<file path="src/rtl/hazard_detect_unit.sv">
// Load-use hazard detection and multi-cycle DIV/REM stall sequencing for the EX stage.
// Optional stall performance counters are built when HAZ_PERF_CNT_EN is defined.
module hazard_detect_unit #(
  parameter int DIV_LATENCY = 4,
  parameter int REG_ADDR_W  = 5
) (
  input  logic                  CLK,
  input  logic                  RESET,
  input  logic                  IDEX_MEM_READ,
  input  logic [REG_ADDR_W-1:0] IDEX_RD_ADDR,
  input  logic [REG_ADDR_W-1:0] IFID_RS1_ADDR,
  input  logic [REG_ADDR_W-1:0] IFID_RS2_ADDR,
  input  logic                  IFID_RS1_USED,
  input  logic                  IFID_RS2_USED,
  input  logic                  IDEX_DIV_START,
  input  logic                  BRANCH_SEL,
  output logic                  LU_HAZ_SIGNAL,
  output logic                  MD_STALL,
  output logic                  EXMEM_BUBBLE,
  output logic                  DIV_DONE
`ifdef HAZ_PERF_CNT_EN
  ,
  output logic [31:0]           LU_STALL_CNT,
  output logic [31:0]           DIV_STALL_CNT
`endif
);

  typedef enum logic [1:0] {
    IDLE     = 2'd0,
    DIV_BUSY = 2'd1,
    DIV_FIN  = 2'd2
  } state_t;

  // Busy cycles after the start cycle; the start cycle itself is also frozen.
  localparam logic [4:0] DIV_LOAD = 5'(DIV_LATENCY - 2);

  state_t     state, state_next;
  logic [4:0] count, count_next;
  logic       raw_hazard;
  logic       div_start_now;

  always_ff @(posedge CLK or negedge RESET) begin
    if (!RESET) begin
      state <= IDLE;
      count <= 5'd0;
    end else begin
      state <= state_next;
      count <= count_next;
    end
  end

  assign raw_hazard = IDEX_MEM_READ && (IDEX_RD_ADDR != '0) &&
                      ((IFID_RS1_USED && (IFID_RS1_ADDR == IDEX_RD_ADDR)) ||
                       (IFID_RS2_USED && (IFID_RS2_ADDR == IDEX_RD_ADDR)));

  // A taken branch wins over a div start so the flushed div never begins.
  assign div_start_now = RESET && (state == IDLE) && IDEX_DIV_START && !BRANCH_SEL;

  always_comb begin
    state_next    = state;
    count_next    = count;
    LU_HAZ_SIGNAL = 1'b0;
    MD_STALL      = 1'b0;
    EXMEM_BUBBLE  = 1'b0;
    DIV_DONE      = 1'b0;

    case (state)
      IDLE: begin
        if (div_start_now) begin
          count_next = DIV_LOAD;
          state_next = (DIV_LOAD == 5'd0) ? DIV_FIN : DIV_BUSY;
        end
      end
      DIV_BUSY: begin
        // Leave on the cycle the counter reaches zero so the freeze lasts DIV_LATENCY-1 cycles.
        count_next = (count == 5'd0) ? 5'd0 : count - 5'd1;
        if (count <= 5'd1) state_next = DIV_FIN;
      end
      DIV_FIN: begin
        state_next = IDLE;
      end
      default: begin
        state_next = IDLE;
        count_next = 5'd0;
      end
    endcase

    if (RESET) begin
      MD_STALL      = div_start_now || (state == DIV_BUSY);
      EXMEM_BUBBLE  = div_start_now || (state == DIV_BUSY);
      DIV_DONE      = (state == DIV_FIN);
      LU_HAZ_SIGNAL = raw_hazard && ((state == IDLE) || (state == DIV_FIN)) &&
                      !BRANCH_SEL && !div_start_now;
    end
  end

`ifdef HAZ_PERF_CNT_EN
  always_ff @(posedge CLK or negedge RESET) begin
    if (!RESET) begin
      LU_STALL_CNT  <= 32'd0;
      DIV_STALL_CNT <= 32'd0;
    end else begin
      if (LU_HAZ_SIGNAL) LU_STALL_CNT  <= LU_STALL_CNT + 32'd1;
      if (MD_STALL)      DIV_STALL_CNT <= DIV_STALL_CNT + 32'd1;
    end
  end
`endif

endmodule

</file>
<file path="config.mk">
export PLATFORM = sky130hd
export DESIGN_NAME = hazard_detect_unit
export DESIGN_NICKNAME = d
export VERILOG_FILES = /design/src/rtl/hazard_detect_unit.sv
export SDC_FILE = /design/constraint.sdc
export NUM_CORES = 1
export LEC_CHECK = 0
export ABC_AREA = 1
export CAP_MARGIN = 20
export CORE_AREA = 3 3 46 48
export CTS_CLUSTER_SIZE = 30
export DETAILED_ROUTE_END_ITERATION = 10
export DIE_AREA = 0 0 49 51
export MAX_ROUTING_LAYER = met4
export PLACE_DENSITY = 0.7
export RECOVER_POWER = 100
export SLEW_MARGIN = 20
export SYNTH_ARGS = -nofsm -noshare
export SYNTH_HDL_FRONTEND = slang
export SYNTH_SLANG_ARGS = --single-unit
export TNS_END_PERCENT = 50
</file>
<file path="constraint.sdc">
create_clock -name CLK -period 1.19 [get_ports CLK]
set_input_delay 0.238 -clock CLK [delete_from_list [all_inputs] [get_ports CLK]]
set_output_delay 0.238 -clock CLK [all_outputs]
set_load 0.005 [all_outputs]
</file>
==> out/results.ini <==
[status]
status = finished, violations left
violations = setup timing

[worst_setup_path]
startpoint_type = register
crit_family = flip-flops
worstSetupPathType = reg2out
cp_slowest_cell = dfrtp_1
cp_data_required_time_ns = 0.95
critPathArrivalTime_ns = 1.20
critical_path_peak_fanout = 4
cp_cell_sequence = buf_4, nor2_4, nand4_2, o21ai_2, buf_2
end_kind = output port
slowest_delay_ns = 0.37
path_buf_inv = 2

[final_layout]
syn_to_final_growth_pct = 65.7
register_area_sq_um = 175
most-common-layout-cells = nand2_1, inv_1, dlygate4sd2_1, buf_4, nor2_1
final_nets = 175
multiInputGateArea_sq_um = 410
final_layout_size_suffix_gt1_frac = 0.253
layout_commonest_cell = nand2_1
n_fill_cell = 182
diodes = 0

[route]
dr.pass1.iters = 4
wl_per_cell_um = 10.5
avgViaCountPerCell = 4.22
drt_first_iter_violations = 12
drc = 0
detail-route-antenna-nets = 0
routed_wl_um = 1830
num_vias = 739

[place]
place_congestion = 0.835
port_buffers = 25
place_ws_ns = -0.888
hpwl_um = 1520

[clock_tree]
cts_max_level = 1
cts_root_buffer = clkbuf_4
clk_pin_slew_ns = 0.05
cts_tree = done
cts.sinks = 7
worstSkewPairLatency_ns = 0.25
cts_buffers = 3
cts_max_path_buffers = 2

[synth]
ys_warn_count = 0
avgSynthCellArea_sq_um = 5.94
synthCells = 107
ys_ff_latch = 7
synth_cell_type_count = 18
synth_area_sq_um = 636
syn_nets = 131
ys_seq_area_frac = 0.276

[die]
core_sq_mm = 0.00175
start_util = 0.364
io_pins = 26
dieHeight_um = 51
dieArea_sq_mm = 0.00250
chipWidth_um = 49
row_count = 15

[sta]
slew_viol_final = 0
finalSetupViolCount = 9
relSlewSlack = 0.749
period_needed_ns = 1.44
grt_setup_unrepaired = yes
hold_viol = 0
min_period_over_period = 1.21
fmax_mhz = 695
finClkSkew_ns = 0.00733
setup_ws_ns = -0.250
worst_pin_slew_ns = 0.376
hold_ws_ns = 0.287

[global_routing]
antenna_found_initial = 0
grtUsageTotal = 0.164
grt_pass1_wl_um = 3060
overflow = 0
grt_pass1_vias = 729
grt_max_degree = 8

[worst_hold_path]
min-delay-path-class = in2async

[flow_run]
maxCapViolCount = 0

[pwr]
vdd_drop_max_uv = 1130
powerDensity_mw_per_mm2 = 1600
p_leak_uw = 0.000611

## power by group
part / leakage (uW) / internal (uW) / switching, uW / total (uW)
registers: 0.0000918 / 334 / 73.6 / 408
clock network: 0.0000150 / 128 / 86.7 / 215
logic: 0.000504 / 497 / 571 / 1070
total: 0.000611 / 959 / 731 / 1690
## sequential cells by signal, indices dropped and copies added (netlist names)
signal / cells
count: 5
state: 2
## layout make-up
type,instances,area share
multi-input combinational,75,0.390
clock buffer,4,0.0249
inverter,24,0.0855
tap,25,0.0297
timing repair buffer,40,0.304
sequential,7,0.166
## kinds of logic (layout without fill, tap and decap cells)
| kind of cell | Yosys count | count (layout) | synth area share |
|---|---|---|---|
| fa+ha+maj | 2 | 2 | 0.0394 |
| compound gates | 10 | 10 | 0.116 |
| flops | 7 | 7 | 0.276 |
| buf+inv | 25 | 68 | 0.154 |
| simple gates | 62 | 62 | 0.402 |
| xor+xnor | 1 | 1 | 0.0138 |
## routing by layer
metal	vias up	track usage	share of wire	wire length, um
li1	407	-	-	-
met1	312	0.169	0.40	739
met2	20	0.317	0.56	1020
met3	0	0.0496	0.039	72
met4	0	0.0142	0	0
met5	-	-	0	0
## path summary, 6_finish.rpt
kind	to	from	slack, ns	cells past startpoint
min reg2reg	count[4]	count[4]	0.53	1
max reg2reg	count[3]	state[0]	-0.09	7
max in group asynchronous	count[3]	RESET	0.63	3
min	state[1]	RESET	0.29	3
max	MD_STALL	state[0]	-0.25	5
min in group CLK	count[4]	count[4]	0.53	1
## Yosys cell counts
cell type  instances  area (sq um)
nand2_2            1          6.26
dfrtp_1            7           175
nand3_1            6          30.0
nor2_1            13          48.8
o21ai_2            1          8.76
nand2_1           38           143
o22ai_2            1          12.5
nand4_2            1          12.5
xor2_1             1          8.76
a21boi_1           1          7.51
o21ai_0            4          20.0
buf_4              1          7.51
inv_2              2          7.51
nor3_1             3          15.0
ha_1               2          25.0
a21oi_2            2          17.5
o21a_1             1          7.51
inv_1             22          82.6
## what timing repair did
action / 4_1_cts / 5_1_grt
resized for setup: 40 / 10
setup buffers: 2 / 2
hold buffers: 0 / 0
pin swaps: 13 / 8
endpoints found under the setup margin: 9 / 10
hold endpoints to repair: 0 / 0
## per-stage QoR
step           utilization  instances  cell area (sq um)  setup TNS (ns)  power, uW
6_report             0.604        175               1050           -1.24       1690
5_1_grt              0.604        175               1050           -1.85       1850
4_1_cts              0.586        173               1020          -0.912       1610
3_5_place_dp         0.568        167                992           -4.18       1350
3_3_place_gp         0.568        167                992           -4.14       1300
2_1_floorplan            -        107                636               0        957
## worst register-to-register path: cells and delay by family, from the launching register on
family / cells / cell delay (ns)
DFF: 1 / 0.37
buffers and inverters: 3 / 0.45
and+or+nand+nor: 3 / 0.27
AOI/OAI and AO/OA: 1 / 0.07
(Power assumes the default switching activity.)
